--- config.mk ---
export PLATFORM = sky130hd
export DESIGN_NAME = shared_add_arb_flat
export DESIGN_NICKNAME = d
export VERILOG_FILES = /design/src/rtl/shared_add_arb_if.sv /design/src/rtl/shared_add_arb.sv /design/src/flat_wrapper.sv
export SDC_FILE = /design/constraint.sdc
export NUM_CORES = 1
export LEC_CHECK = 0
export ABC_AREA = 1
export BUFFER_PORTS_ARGS = -buffer_cell sky130_fd_sc_hd__buf_2
export CAP_MARGIN = 10
export CORE_UTILIZATION = 53
export DETAILED_ROUTE_END_ITERATION = 8
export PLACE_DENSITY = 0.88
export SLEW_MARGIN = 20
export SYNTH_ARGS = -nofsm -noshare
export SYNTH_HDL_FRONTEND = slang
export SYNTH_SLANG_ARGS = --single-unit
--- constraint.sdc ---
create_clock -name clk -period 8.2 [get_ports clk]
set_input_delay 1.64 -clock clk [delete_from_list [all_inputs] [get_ports clk]]
set_output_delay 1.64 -clock clk [all_outputs]
set_load 0.005 [all_outputs]
--- src/rtl/shared_add_arb_if.sv ---
// Request/result bundle for the shared add/subtract arbiter.
// The master side drives requests and consumes results; the slave side is the arbiter.
interface shared_add_arb_if #(
    parameter int N    = 26,
    parameter int NREQ = 3
);
    logic [NREQ-1:0]   req_valid;
    logic [NREQ-1:0]   req_ready;
    logic [NREQ*N-1:0] req_a;
    logic [NREQ*N-1:0] req_b;
    logic [NREQ-1:0]   req_sub;
    logic              res_valid;
    logic              res_ready;
    logic [N-1:0]      res_sum;
    logic              res_cout;
    logic              res_ovf;
    logic [1:0]        res_id;
    logic [15:0]       ops_done;

    modport master (
        output req_valid, req_a, req_b, req_sub, res_ready,
        input  req_ready, res_valid, res_sum, res_cout, res_ovf, res_id, ops_done
    );

    modport slave (
        input  req_valid, req_a, req_b, req_sub, res_ready,
        output req_ready, res_valid, res_sum, res_cout, res_ovf, res_id, ops_done
    );
endinterface

--- src/rtl/shared_add_arb.sv ---
// Round-robin arbiter feeding three axis requesters into one shared N-bit
// adder/subtractor, with a single registered result slot and handshake counter.
module shared_add_arb #(
    parameter int N    = 26,
    parameter int NREQ = 3
) (
    input  logic             clk,
    input  logic             rst,
    shared_add_arb_if.slave  bus
);
    typedef enum logic [1:0] {
        GRANT_X = 2'd0,
        GRANT_Y = 2'd1,
        GRANT_Z = 2'd2
    } axis_t;

    axis_t           last_grant_q;
    axis_t           last_grant_d;

    logic            res_valid_q;
    logic [N-1:0]    res_sum_q;
    logic            res_cout_q;
    logic            res_ovf_q;
    logic [1:0]      res_id_q;
    logic [15:0]     ops_done_q;

    logic            accept;
    logic            found;
    logic [1:0]      gnt_idx;
    logic [NREQ-1:0] grant;

    logic [N-1:0]    op_a;
    logic [N-1:0]    op_b;
    logic            op_sub;
    logic [N-1:0]    sum;
    logic            carry;
    logic            ovf;

    // The result slot frees up in the same cycle it is consumed, so a new
    // request can be taken without a bubble.
    assign accept = !rst && (!res_valid_q || bus.res_ready);

    always_comb begin
        grant        = '0;
        found        = 1'b0;
        gnt_idx      = 2'(last_grant_q);
        last_grant_d = last_grant_q;
        for (int unsigned k = 1; k <= 3; k++) begin
            logic [1:0] idx;
            idx = 2'((32'(last_grant_q) + k) % 3);
            if (!found && accept && bus.req_valid[idx]) begin
                found        = 1'b1;
                grant[idx]   = 1'b1;
                gnt_idx      = idx;
                last_grant_d = axis_t'(idx);
            end
        end
    end

    // Single shared adder: subtraction is A + ~B + 1 through the carry-in.
    always_comb begin
        op_a   = bus.req_a[32'(gnt_idx)*N +: N];
        op_sub = bus.req_sub[gnt_idx];
        op_b   = op_sub ? ~bus.req_b[32'(gnt_idx)*N +: N] : bus.req_b[32'(gnt_idx)*N +: N];
        {carry, sum} = {1'b0, op_a} + {1'b0, op_b} + (N+1)'(op_sub);
        ovf    = (op_a[N-1] == op_b[N-1]) && (sum[N-1] != op_a[N-1]);
    end

    always_ff @(posedge clk) begin
        if (rst) begin
            last_grant_q <= GRANT_Z;
        end else begin
            last_grant_q <= last_grant_d;
        end
    end

    always_ff @(posedge clk) begin
        if (rst) begin
            res_valid_q <= 1'b0;
            res_sum_q   <= '0;
            res_cout_q  <= 1'b0;
            res_ovf_q   <= 1'b0;
            res_id_q    <= '0;
            ops_done_q  <= '0;
        end else begin
            if (found) begin
                res_valid_q <= 1'b1;
                res_sum_q   <= sum;
                res_cout_q  <= carry;
                res_ovf_q   <= ovf;
                res_id_q    <= gnt_idx;
            end else if (bus.res_ready) begin
                res_valid_q <= 1'b0;
            end
            if (res_valid_q && bus.res_ready) begin
                ops_done_q <= ops_done_q + 16'd1;
            end
        end
    end

    assign bus.req_ready = grant;
    assign bus.res_valid = res_valid_q;
    assign bus.res_sum   = res_sum_q;
    assign bus.res_cout  = res_cout_q;
    assign bus.res_ovf   = res_ovf_q;
    assign bus.res_id    = res_id_q;
    assign bus.ops_done  = ops_done_q;
endmodule

--- src/flat_wrapper.sv ---
// flat-port wrapper written by rule: the top's interface ports become plain ports
module shared_add_arb_flat 
#(
    parameter int N    = 26,
    parameter int NREQ = 3
)
  (clk, rst, bus_req_valid, bus_req_a, bus_req_b, bus_req_sub, bus_res_ready, bus_req_ready, bus_res_valid, bus_res_sum, bus_res_cout, bus_res_ovf, bus_res_id, bus_ops_done);
  shared_add_arb_if #(.N(N), .NREQ(NREQ)) bus_i ();
  input  logic clk;
  input  logic rst;
  input wire logic [$bits(bus_i.req_valid)-1:0] bus_req_valid;
  input wire logic [$bits(bus_i.req_a)-1:0] bus_req_a;
  input wire logic [$bits(bus_i.req_b)-1:0] bus_req_b;
  input wire logic [$bits(bus_i.req_sub)-1:0] bus_req_sub;
  input wire logic [$bits(bus_i.res_ready)-1:0] bus_res_ready;
  output wire logic [$bits(bus_i.req_ready)-1:0] bus_req_ready;
  output wire logic [$bits(bus_i.res_valid)-1:0] bus_res_valid;
  output wire logic [$bits(bus_i.res_sum)-1:0] bus_res_sum;
  output wire logic [$bits(bus_i.res_cout)-1:0] bus_res_cout;
  output wire logic [$bits(bus_i.res_ovf)-1:0] bus_res_ovf;
  output wire logic [$bits(bus_i.res_id)-1:0] bus_res_id;
  output wire logic [$bits(bus_i.ops_done)-1:0] bus_ops_done;
  assign bus_i.req_valid = bus_req_valid;
  assign bus_i.req_a = bus_req_a;
  assign bus_i.req_b = bus_req_b;
  assign bus_i.req_sub = bus_req_sub;
  assign bus_i.res_ready = bus_res_ready;
  assign bus_req_ready = bus_i.req_ready;
  assign bus_res_valid = bus_i.res_valid;
  assign bus_res_sum = bus_i.res_sum;
  assign bus_res_cout = bus_i.res_cout;
  assign bus_res_ovf = bus_i.res_ovf;
  assign bus_res_id = bus_i.res_id;
  assign bus_ops_done = bus_i.ops_done;
  shared_add_arb #(.N(N), .NREQ(NREQ)) u_core (.clk(clk), .rst(rst), .bus(bus_i));
endmodule
==> results of run 1 <==
==> how the worst min path moves through the flow <==
stage	startpoint	end	slack (ps)
global route	u_core.bus.ops_done[15]$_SDFFE_PP0P_	u_core.bus.ops_done[15]$_SDFFE_PP0P_	490
CTS	u_core.bus.ops_done[15]$_SDFFE_PP0P_	u_core.bus.ops_done[15]$_SDFFE_PP0P_	470
detailed placement	u_core.bus.ops_done[15]$_SDFFE_PP0P_	u_core.bus.ops_done[15]$_SDFFE_PP0P_	460
global placement	u_core.bus.ops_done[15]$_SDFFE_PP0P_	u_core.bus.ops_done[15]$_SDFFE_PP0P_	450
floorplan	u_core.bus.ops_done[15]$_SDFFE_PP0P_	u_core.bus.ops_done[15]$_SDFFE_PP0P_	450
finish	u_core.bus.ops_done[15]$_SDFFE_PP0P_	u_core.bus.ops_done[15]$_SDFFE_PP0P_	470
==> stage by stage <==
step / hold slack, ps / cell area [sq um] / util, %
6_report: 468 / 6190 / 67.3
5_1_grt: 490 / 6190 / 67.3
4_1_cts: 470 / 6190 / 67.3
3_5_place_dp: 457 / 6080 / 66.1
3_3_place_gp: 450 / 6080 / 66.1
2_1_floorplan: 451 / 4990 / -
==> registers in the layout, indices dropped and copies added, names as in the netlist <==
| signal | count |
|---|---|
| u_core.bus.res_ovf | 1 |
| u_core.bus.ops_done | 16 |
| u_core.bus.res_cout | 1 |
| u_core.bus.res_sum | 26 |
| u_core.bus.res_valid | 1 |
| u_core.bus.res_id | 2 |
| u_core.last_grant_q | 2 |
==> cell type report <==
type	instances	area [sq um]
inverters	90	339
well taps	111	139
flip-flops and latches	49	981
multi-input cells	645	3530
fillers	885	3000
repair buffers	216	1090
clock buffers	5	68.8
clock inverters	3	43.8
==> worst register-to-register path: cells and delay by family (launching register included) <==
kind / cells / cell delay, ps
simple gates: 15 / 1960
xor+xnor: 1 / 300
compound gates: 7 / 1380
fa+ha+maj: 2 / 690
flops: 1 / 400
buf+inv: 4 / 670
==> per-layer routing <==
metal	up-vias	wire length, um	part of all wire [%]
met1	2695	6270	42
met2	287	7140	48
li1	3097	-	-
met3	38	1070	7.2
met4	0	428	2.9
met5	-	0	0
==> synthesized netlist by cell type (2+ instances only) <==
cell	number	area, sq um
a211oi_1	2	15.0
a21oi_1	102	510
nand2_4	5	56.3
o21bai_1	7	52.6
ha_1	30	375
o221ai_1	4	35.0
nor4_1	2	12.5
buf_6	2	22.5
a31oi_1	2	12.5
or2_2	3	18.8
nand3_2	6	60.1
buf_2	4	20.0
o21a_1	3	22.5
nor2_1	68	255
xor2_1	29	254
nand4_1	9	56.3
nand2_1	188	706
nand2_2	11	68.8
dfxtp_1	49	981
a21o_1	2	15.0
nor3_1	12	60.1
buf_1	6	22.5
nand3_1	34	170
o211ai_1	6	45.0
o21ai_0	95	475
xnor2_1	9	78.8
clkbuf_1	20	75.1
inv_1	83	312
inv_2	5	18.8
==> kinds of logic after synthesis <==
group	count (synthesis)	share of synthesized area (%)
buffers and inverters	122	9.60
adders and majority gates	31	7.92
xor gates and xnor gates	38	6.67
and+or+nand+nor	345	30.9
AOI/OAI and AO/OA	231	25.2
DFF	49	19.6
==> key figures, run 1 <==
Worst hold path
  • Min-Delay Path Class: flop to flop
  • Worst hold path cell count: 2

Clocking
  • Buffer type at the clock tree root: clkbuf_8
  • Clock sink count: 49
  • # Post-CTS Setup Buffers: 0
  • Reg clk slew, reported paths: 90 ps
  • H-tree depth: 2
  • Hold buffers post-CTS: 0
  • CTS tree: yes
  • CTS Buf Count: 5
  • Worst skew pair latency: 310 ps
  • Max Buffers Root-to-Sink: 2
  • Post_cts resized: 0

Placed design
  • Placed Cells: 1111
  • Port Buffers: 214
  • Final GP Congestion: 0.974
  • Place WS: 1430 ps
  • DPL Wire Length: 12.1 mm

STA
  • Final critical-path required period: 6490 ps
  • Max-slew violation count: 0
  • Tightest Pin Transition: 603 ps
  • Final setup viols: 0
  • Slew Limit Headroom: 59.7%
  • RSZ-0062 raised after global routing: false
  • Worst clock skew: 8.03 ps
  • Final Cycle Share: 79.2%
  • Final hold violations: 0
  • F_max: 154 MHz
  • TNS Setup: 0 ps
  • PnR worst setup slack: 1710 ps

Floorplanning
  • Placeable Area: 9200 sq um
  • Io pins: 215
  • Initial Util: 54.3%
  • Die area: 9810 sq um
  • Site Rows: 35
  • Die H: 99.1 um
  • Die X: 99.1 um

Routing
  • Via count: 6117
  • DR pass1 iterations: 5
  • Post-route DRC: 0
  • 1st-iter DRT viols: 320
  • WL per Instance: 13.3 um
  • Final ANT Viol Nets: 0
  • Drt via density: 5.47
  • Overall routed net length: 14.9 mm

GRT
  • Total gr overflow: 0
  • Top Usage Layer GRT: met2
  • First-pass GRT wire length: 25.3 mm
  • Vias in the first global route: 5643
  • Met1 Usage GRT: 39.8%
  • GR Layer Usage met3: 3.97%
  • Met2 Usage GRT: 55.3%
  • Initial antenna violation count: 0
  • All-Layer GR Usage: 31.5%
  • Largest net degree at the start of global routing: 59

Critical path
  • Stages on the worst setup path: 27
  • Critical-path top delay cell: nand2_4
  • Data arrival, critical path: 6750 ps
  • Startpoint Class: input pin
  • Reg2reg start: u_core.last_grant_q[0]$_SDFF_PP0_
  • CP startpoint: rst
  • Cell family contributing the most delay on the critical path: simple AND/OR/NAND/NOR gates
  • Worst Setup End Kind: flop
  • Crit Path Class: input pin to flop
  • Crit path largest cell delay: 460 ps
  • CP Max Fanout: 58
  • Reg2reg end: u_core.bus.res_sum[22]$_SDFFE_PP0P_
  • Worst R2R Path Depth: 29
  • CP required: 8450 ps
  • R2R Setup Slk: 2750 ps
  • CP dominant cell by count: nand2_1
  • WP buf/inv: 4
  • Crit path to: u_core.bus.res_sum[22]$_SDFFE_PP0P_

Final layout
  • Commonest non-fill, non-tap cells in the layout: 214 x buf_2, 187 x nand2_1, 102 x a21oi_1, 95 x o21ai_0, 83 x inv_1
  • Nets: 1203
  • Most common cell after layout, fill and taps aside: buf_2
  • Layout cell share with drive strength beyond 1: 26.0%
  • Layout area overhead: 24.0%
  • Cell Count, Final, Fillers Out: 1119
  • Ant. Diodes: 0

Yosys
  • Sequential fraction of the synthesis area: 19.6%
  • Synth Cell Area: 4990 sq um
  • Syn Inst Count: 816
  • Cell variety after synth: 47
  • EDFF count, synth: 0
  • Syn Area/Cell: 6.12 sq um
  • Yosys warnings: 0
  • Synthesized flop and latch total: 49
  • Syn nets: 1012
  • Most common flop cell mapped by yosys: dfxtp_1
  • Async set-reset flop share out of synthesis: 0%

Run
  • Max Cap Viol: 0

Run status
  • Status: completed
Power of run 1 is left out: the tool's default activity adds up to more than one toggle a clock period on the data nets, which glitch-free logic cannot reach.
==> run 2: changes to the inputs <==
--- a/config.mk
+++ b/config.mk
@@ -8,9 +8,9 @@
 export ABC_AREA = 1
 export BUFFER_PORTS_ARGS = -buffer_cell sky130_fd_sc_hd__buf_2
 export CAP_MARGIN = 10
-export CORE_UTILIZATION = 53
+export CORE_UTILIZATION = 49
 export DETAILED_ROUTE_END_ITERATION = 8
-export PLACE_DENSITY = 0.88
+export PLACE_DENSITY = 0.82
 export SLEW_MARGIN = 20
 export SYNTH_ARGS = -nofsm -noshare
 export SYNTH_HDL_FRONTEND = slang
==> constraint.sdc (replaced) <==
create_clock -name clk -period 6.5 [get_ports clk]
set_input_delay 1.3 -clock clk [delete_from_list [all_inputs] [get_ports clk]]
set_output_delay 1.3 -clock clk [all_outputs]
set_load 0.005 [all_outputs]
==> run 2 against run 1 <==
Against the previous run: routed wire length up 3.7%; clock skew down 2.3 ps; register-to-register slack worse by 1700 ps; critical path depth unchanged; die area up 8.0%; core utilization down 3.8 points; first-iteration DRC count up 1.6%; clock-buffer cell count unchanged; sequential cell count unchanged; via count down 0.70%; cell area up 0.69%; highest routed layer unchanged.
==> key figures, run 2 (synthesis gave the netlist of run 1 again) <==
Placed design
  • Place WS: 598 ps
  • Final GP Congestion: 0.895
  • Port Buffers: 214
  • DPL Wire Length: 12.3 mm

Critical path
  • Data arrival, critical path: 5910 ps
  • CP Max Fanout: 34
  • Crit path largest cell delay: 450 ps
  • Startpoint Class: input pin
  • Cell family contributing the most delay on the critical path: simple AND/OR/NAND/NOR gates
  • CP startpoint: rst
  • Reg2reg start: u_core.last_grant_q[0]$_SDFF_PP0_
  • Critical-path top delay cell: inv_2
  • WP buf/inv: 4
  • Worst Setup End Kind: flop
  • Crit Path Class: input pin to flop
  • CP dominant cell by count: nand2_1
  • CP required: 6760 ps

Final layout
  • Layout area overhead: 24.9%
  • Ant. Diodes: 0
  • Commonest non-fill, non-tap cells in the layout: 214 x buf_2, 187 x nand2_1, 102 x a21oi_1, 95 x o21ai_0, 83 x inv_1
  • Nets: 1205
  • Max FFs per register: 26
  • Most common cell after layout, fill and taps aside: buf_2
  • Fin util: 63.5%
  • Layout cell share with drive strength beyond 1: 26.1%

STA
  • TNS Setup: 0 ps
  • PnR worst setup slack: 846 ps
  • Final Cycle Share: 87.0%
  • Final critical-path required period: 5650 ps
  • Final hold violations: 0
  • Max-slew violation count: 0
  • F_max: 177 MHz
  • RSZ-0062 raised after global routing: false
  • Worst clock skew: 5.74 ps
  • Final setup viols: 0
  • Slew Limit Headroom: 58.0%
  • Tightest Pin Transition: 628 ps

Floorplanning
  • Placeable Area: 9820 sq um
  • Initial Util: 50.8%
  • Die X: 103 um
  • Site Rows: 36
  • Die area: 10600 sq um
  • Io pins: 215
  • Die H: 103 um

Routing
  • Via count: 6074
  • Drt via density: 5.31
  • WL per Instance: 13.5 um
  • DR pass1 iterations: 6
  • 1st-iter DRT viols: 325
  • Overall routed net length: 15.5 mm
  • Final ANT Viol Nets: 0
  • Post-route DRC: 0

Clocking
  • CTS tree: yes
  • Max Buffers Root-to-Sink: 2
  • CTS Buf Count: 5
  • Worst skew pair latency: 310 ps
  • Clock sink count: 49
  • H-tree depth: 2
  • Reg clk slew, reported paths: 100 ps
  • Hold buffers post-CTS: 0
  • Post_cts resized: 0
  • Buffer type at the clock tree root: clkbuf_8
  • # Post-CTS Setup Buffers: 0

Worst hold path
  • Hold path start: u_core.bus.res_ovf$_SDFFE_PP0P_
  • Min-Delay Path Class: flop to flop

GRT
  • Initial antenna violation count: 0
  • All-Layer GR Usage: 28.9%
  • Largest net degree at the start of global routing: 54
  • First-pass GRT wire length: 24.4 mm
  • Total gr overflow: 0
  • Vias in the first global route: 5408

Run
  • Max Cap Viol: 0

Run status
  • Status: completed
==> run 2: path summary, 6_finish.rpt <==
kind                                          to  slack (ps)  cells after the start
max          u_core.bus.res_sum[22]$_SDFFE_PP0P_         850                     27
min              u_core.bus.res_ovf$_SDFFE_PP0P_         480                      2
max reg2reg  u_core.bus.res_sum[22]$_SDFFE_PP0P_        1100                     29
min reg2reg      u_core.bus.res_ovf$_SDFFE_PP0P_         480                      2
==> run 2: layout make-up <==
class,count,area (sq um)
Clock buffer,5,68.8
Tap cell,133,166
Fill cell,1032,3580
Inverter,90,339
Multi-Input combinational cell,645,3530
Sequential cell,49,981
Timing Repair Buffer,218,1100
Clock inverter,3,43.8
==> run 2: worst min-delay path, cell delays in order, from the launching register on <==
cell and delay (ps):
dfxtp_1 330, nand2_1 60, a21oi_1 50
==> run 2: through the flow <==
step / area [sq um] / cells / hold WS, ps
floorplan: 4990 / 816 / 451
global placement: 6120 / 1135 / 451
detailed placement: 6120 / 1135 / 467
CTS: 6230 / 1143 / 482
global route: 6230 / 1143 / 503
finish: 6230 / 1143 / 482
==> run 2: layer usage <==
layer / routed length, um / track usage [%] / vias to the layer above / share of wire [%]
li1: - / - / 3100 / -
met1: 6630 / 35.5 / 2695 / 43
met2: 7440 / 51.9 / 249 / 48
met3: 1080 / 4.88 / 30 / 7.0
met4: 320 / 8.02 / 0 / 2.1
met5: 0 / 0 / - / 0
Power of run 2 is left out for the same reason.
==> run 3: changes to the inputs <==
--- a/config.mk
+++ b/config.mk
@@ -8,9 +8,11 @@
 export ABC_AREA = 1
 export BUFFER_PORTS_ARGS = -buffer_cell sky130_fd_sc_hd__buf_2
 export CAP_MARGIN = 10
-export CORE_UTILIZATION = 49
+export CELL_PAD_IN_SITES_DETAIL_PLACEMENT = 1
+export CELL_PAD_IN_SITES_GLOBAL_PLACEMENT = 1
+export CORE_UTILIZATION = 32
 export DETAILED_ROUTE_END_ITERATION = 8
-export PLACE_DENSITY = 0.82
+export PLACE_DENSITY = 0.81
 export SLEW_MARGIN = 20
 export SYNTH_ARGS = -nofsm -noshare
 export SYNTH_HDL_FRONTEND = slang
==> run 3 against run 2 <==
Against the previous run: sequential share of layout area is 0.28 points lower; cell area is 1.8% higher; highest routed layer unchanged; final cell count is 4.9% higher; global-route usage is 5.8 points lower; routed wire length is 17% higher; critical path depth stayed put; worst setup slack worse by 230 ps; sequential cell count stayed put.
==> key figures, run 3 (synthesis gave the netlist of run 1 again) <==
STA
  • F_max: 170 MHz
  • Final setup viols: 0
  • Slew Limit Headroom: 59.5%
  • Tightest Pin Transition: 606 ps
  • Max-slew violation count: 0
  • Final critical-path required period: 5890 ps
  • TNS Setup: 0 ps
  • Final Cycle Share: 90.6%
  • RSZ-0062 raised after global routing: false
  • Final hold violations: 0
  • Worst clock skew: 11.9 ps

Floorplanning
  • Die H: 127 um
  • Die X: 127 um
  • Site Rows: 45
  • Placeable Area: 15200 sq um
  • Io pins: 215
  • Die area: 16100 sq um
  • Initial Util: 32.8%

Routing
  • DRT met1 WL: 8.25 mm
  • Via count: 6046
  • Met2 routed WL: 8.69 mm
  • 1st-iter DRT viols: 249
  • Met3 routed WL: 739 um
  • DR pass1 iterations: 4
  • Drt via density: 5.04
  • Overall routed net length: 18.2 mm
  • Post-route DRC: 0
  • Final ANT Viol Nets: 0
  • Highest metal used: met4
  • WL per Instance: 15.2 um

GRT
  • Total gr overflow: 0
  • First-pass GRT wire length: 30.2 mm
  • Vias in the first global route: 6313
  • All-Layer GR Usage: 23.1%
  • Largest net degree at the start of global routing: 54
  • Initial antenna violation count: 0

Clocking
  • Worst skew pair latency: 290 ps
  • # Post-CTS Setup Buffers: 0
  • Hold buffers post-CTS: 0
  • H-tree depth: 2
  • CTS Buf Count: 5
  • Clock sink count: 49
  • Reg clk slew, reported paths: 70 ps
  • Max Buffers Root-to-Sink: 2
  • Buffer type at the clock tree root: clkbuf_16
  • Post_cts resized: 0
  • CTS tree: yes

Final layout
  • Layout area overhead: 27.1%
  • Commonest non-fill, non-tap cells in the layout: 214 x buf_2, 187 x nand2_1, 102 x a21oi_1, 95 x o21ai_0, 83 x inv_1
  • Max FFs per register: 26
  • Most common cell after layout, fill and taps aside: buf_2
  • Ant. Diodes: 0
  • Nets: 1206
  • Layout cell share with drive strength beyond 1: 26.2%

Critical path
  • Startpoint Class: input pin
  • Data arrival, critical path: 6120 ps
  • CP Max Fanout: 41
  • Worst Setup End Kind: flop
  • CP required: 6730 ps
  • Crit Path Class: input pin to flop

Placed design
  • Port Buffers: 214
  • DPL Wire Length: 15.2 mm
  • Final GP Congestion: 0.897

Worst hold path
  • Min-Delay Path Class: flop to flop

Run status
  • Status: completed

Run
  • Max Cap Viol: 0
## run 3: cell types whose count changed in the layout (fill, tap and decap cells not counted)
cell / before / now
clkbuf_8: 5 / 0
buf_4: 4 / 5
clkinv_4: 0 / 2
inv_6: 1 / 0
clkbuf_16: 0 / 5
bufinv_16: 1 / 0
## run 3: area by class of cell
type | count | area (sq um)
Timing Repair Buffer | 219 | 1110
Tap cell | 188 | 235
Clock buffer | 5 | 125
Inverter | 90 | 339
Multi-Input combinational cell | 645 | 3530
Clock inverter | 3 | 22.5
Fill cell | 2147 | 8860
Sequential cell | 49 | 981
## run 3: path summary, 6_finish.rpt
check	from	to	slack, ps	depth (start not counted)
max	rst	u_core.bus.res_sum[22]$_SDFFE_PP0P_	610	27
min	u_core.bus.ops_done[15]$_SDFFE_PP0P_	u_core.bus.ops_done[15]$_SDFFE_PP0P_	470	2
min reg2reg	u_core.bus.ops_done[15]$_SDFFE_PP0P_	u_core.bus.ops_done[15]$_SDFFE_PP0P_	470	2
max reg2reg	u_core.last_grant_q[0]$_SDFF_PP0_	u_core.bus.res_sum[22]$_SDFFE_PP0P_	900	29
## run 3: per-stage QoR
step                hold slack (ps)  utilization (%)  setup slack (ps)  area (sq um)  std cells
floorplan                       451                -              1460          4990        816
global placement                451             40.8               748          6200       1191
detailed placement              463             40.8               368          6200       1191
CTS                             472             41.7               645          6350       1199
global route                    504             41.7              63.3          6350       1199
finish                          467             41.7               613          6350       1199
## run 3: layer usage
layer  track usage, %  vias up
li1                 -     3097
met1             28.3     2762
met2             41.6      154
met3             3.25       33
met4             7.00        0
met5                0        -
## run 3: worst max-delay path: stages
cell	delay, ps
buf_2	190
clkinv_2	80
o21ai_0	80
nor2_1	220
nand3_2	140
nand2_1	120
nand3_1	150
nand2_4	380
nand2_1	100
nand3_1	120
nand2_2	90
inv_2	450
xor2_1	330
fa_1	280
nand3_1	80
nand2_1	110
a21oi_1	70
o21bai_1	190
nand2_1	100
o21ai_0	350
a21oi_1	210
o21ai_0	410
nand2_1	130
a21o_1	180
nand3_1	60
o211ai_1	90
inv_1	70
Power of run 3 is left out for the same reason.
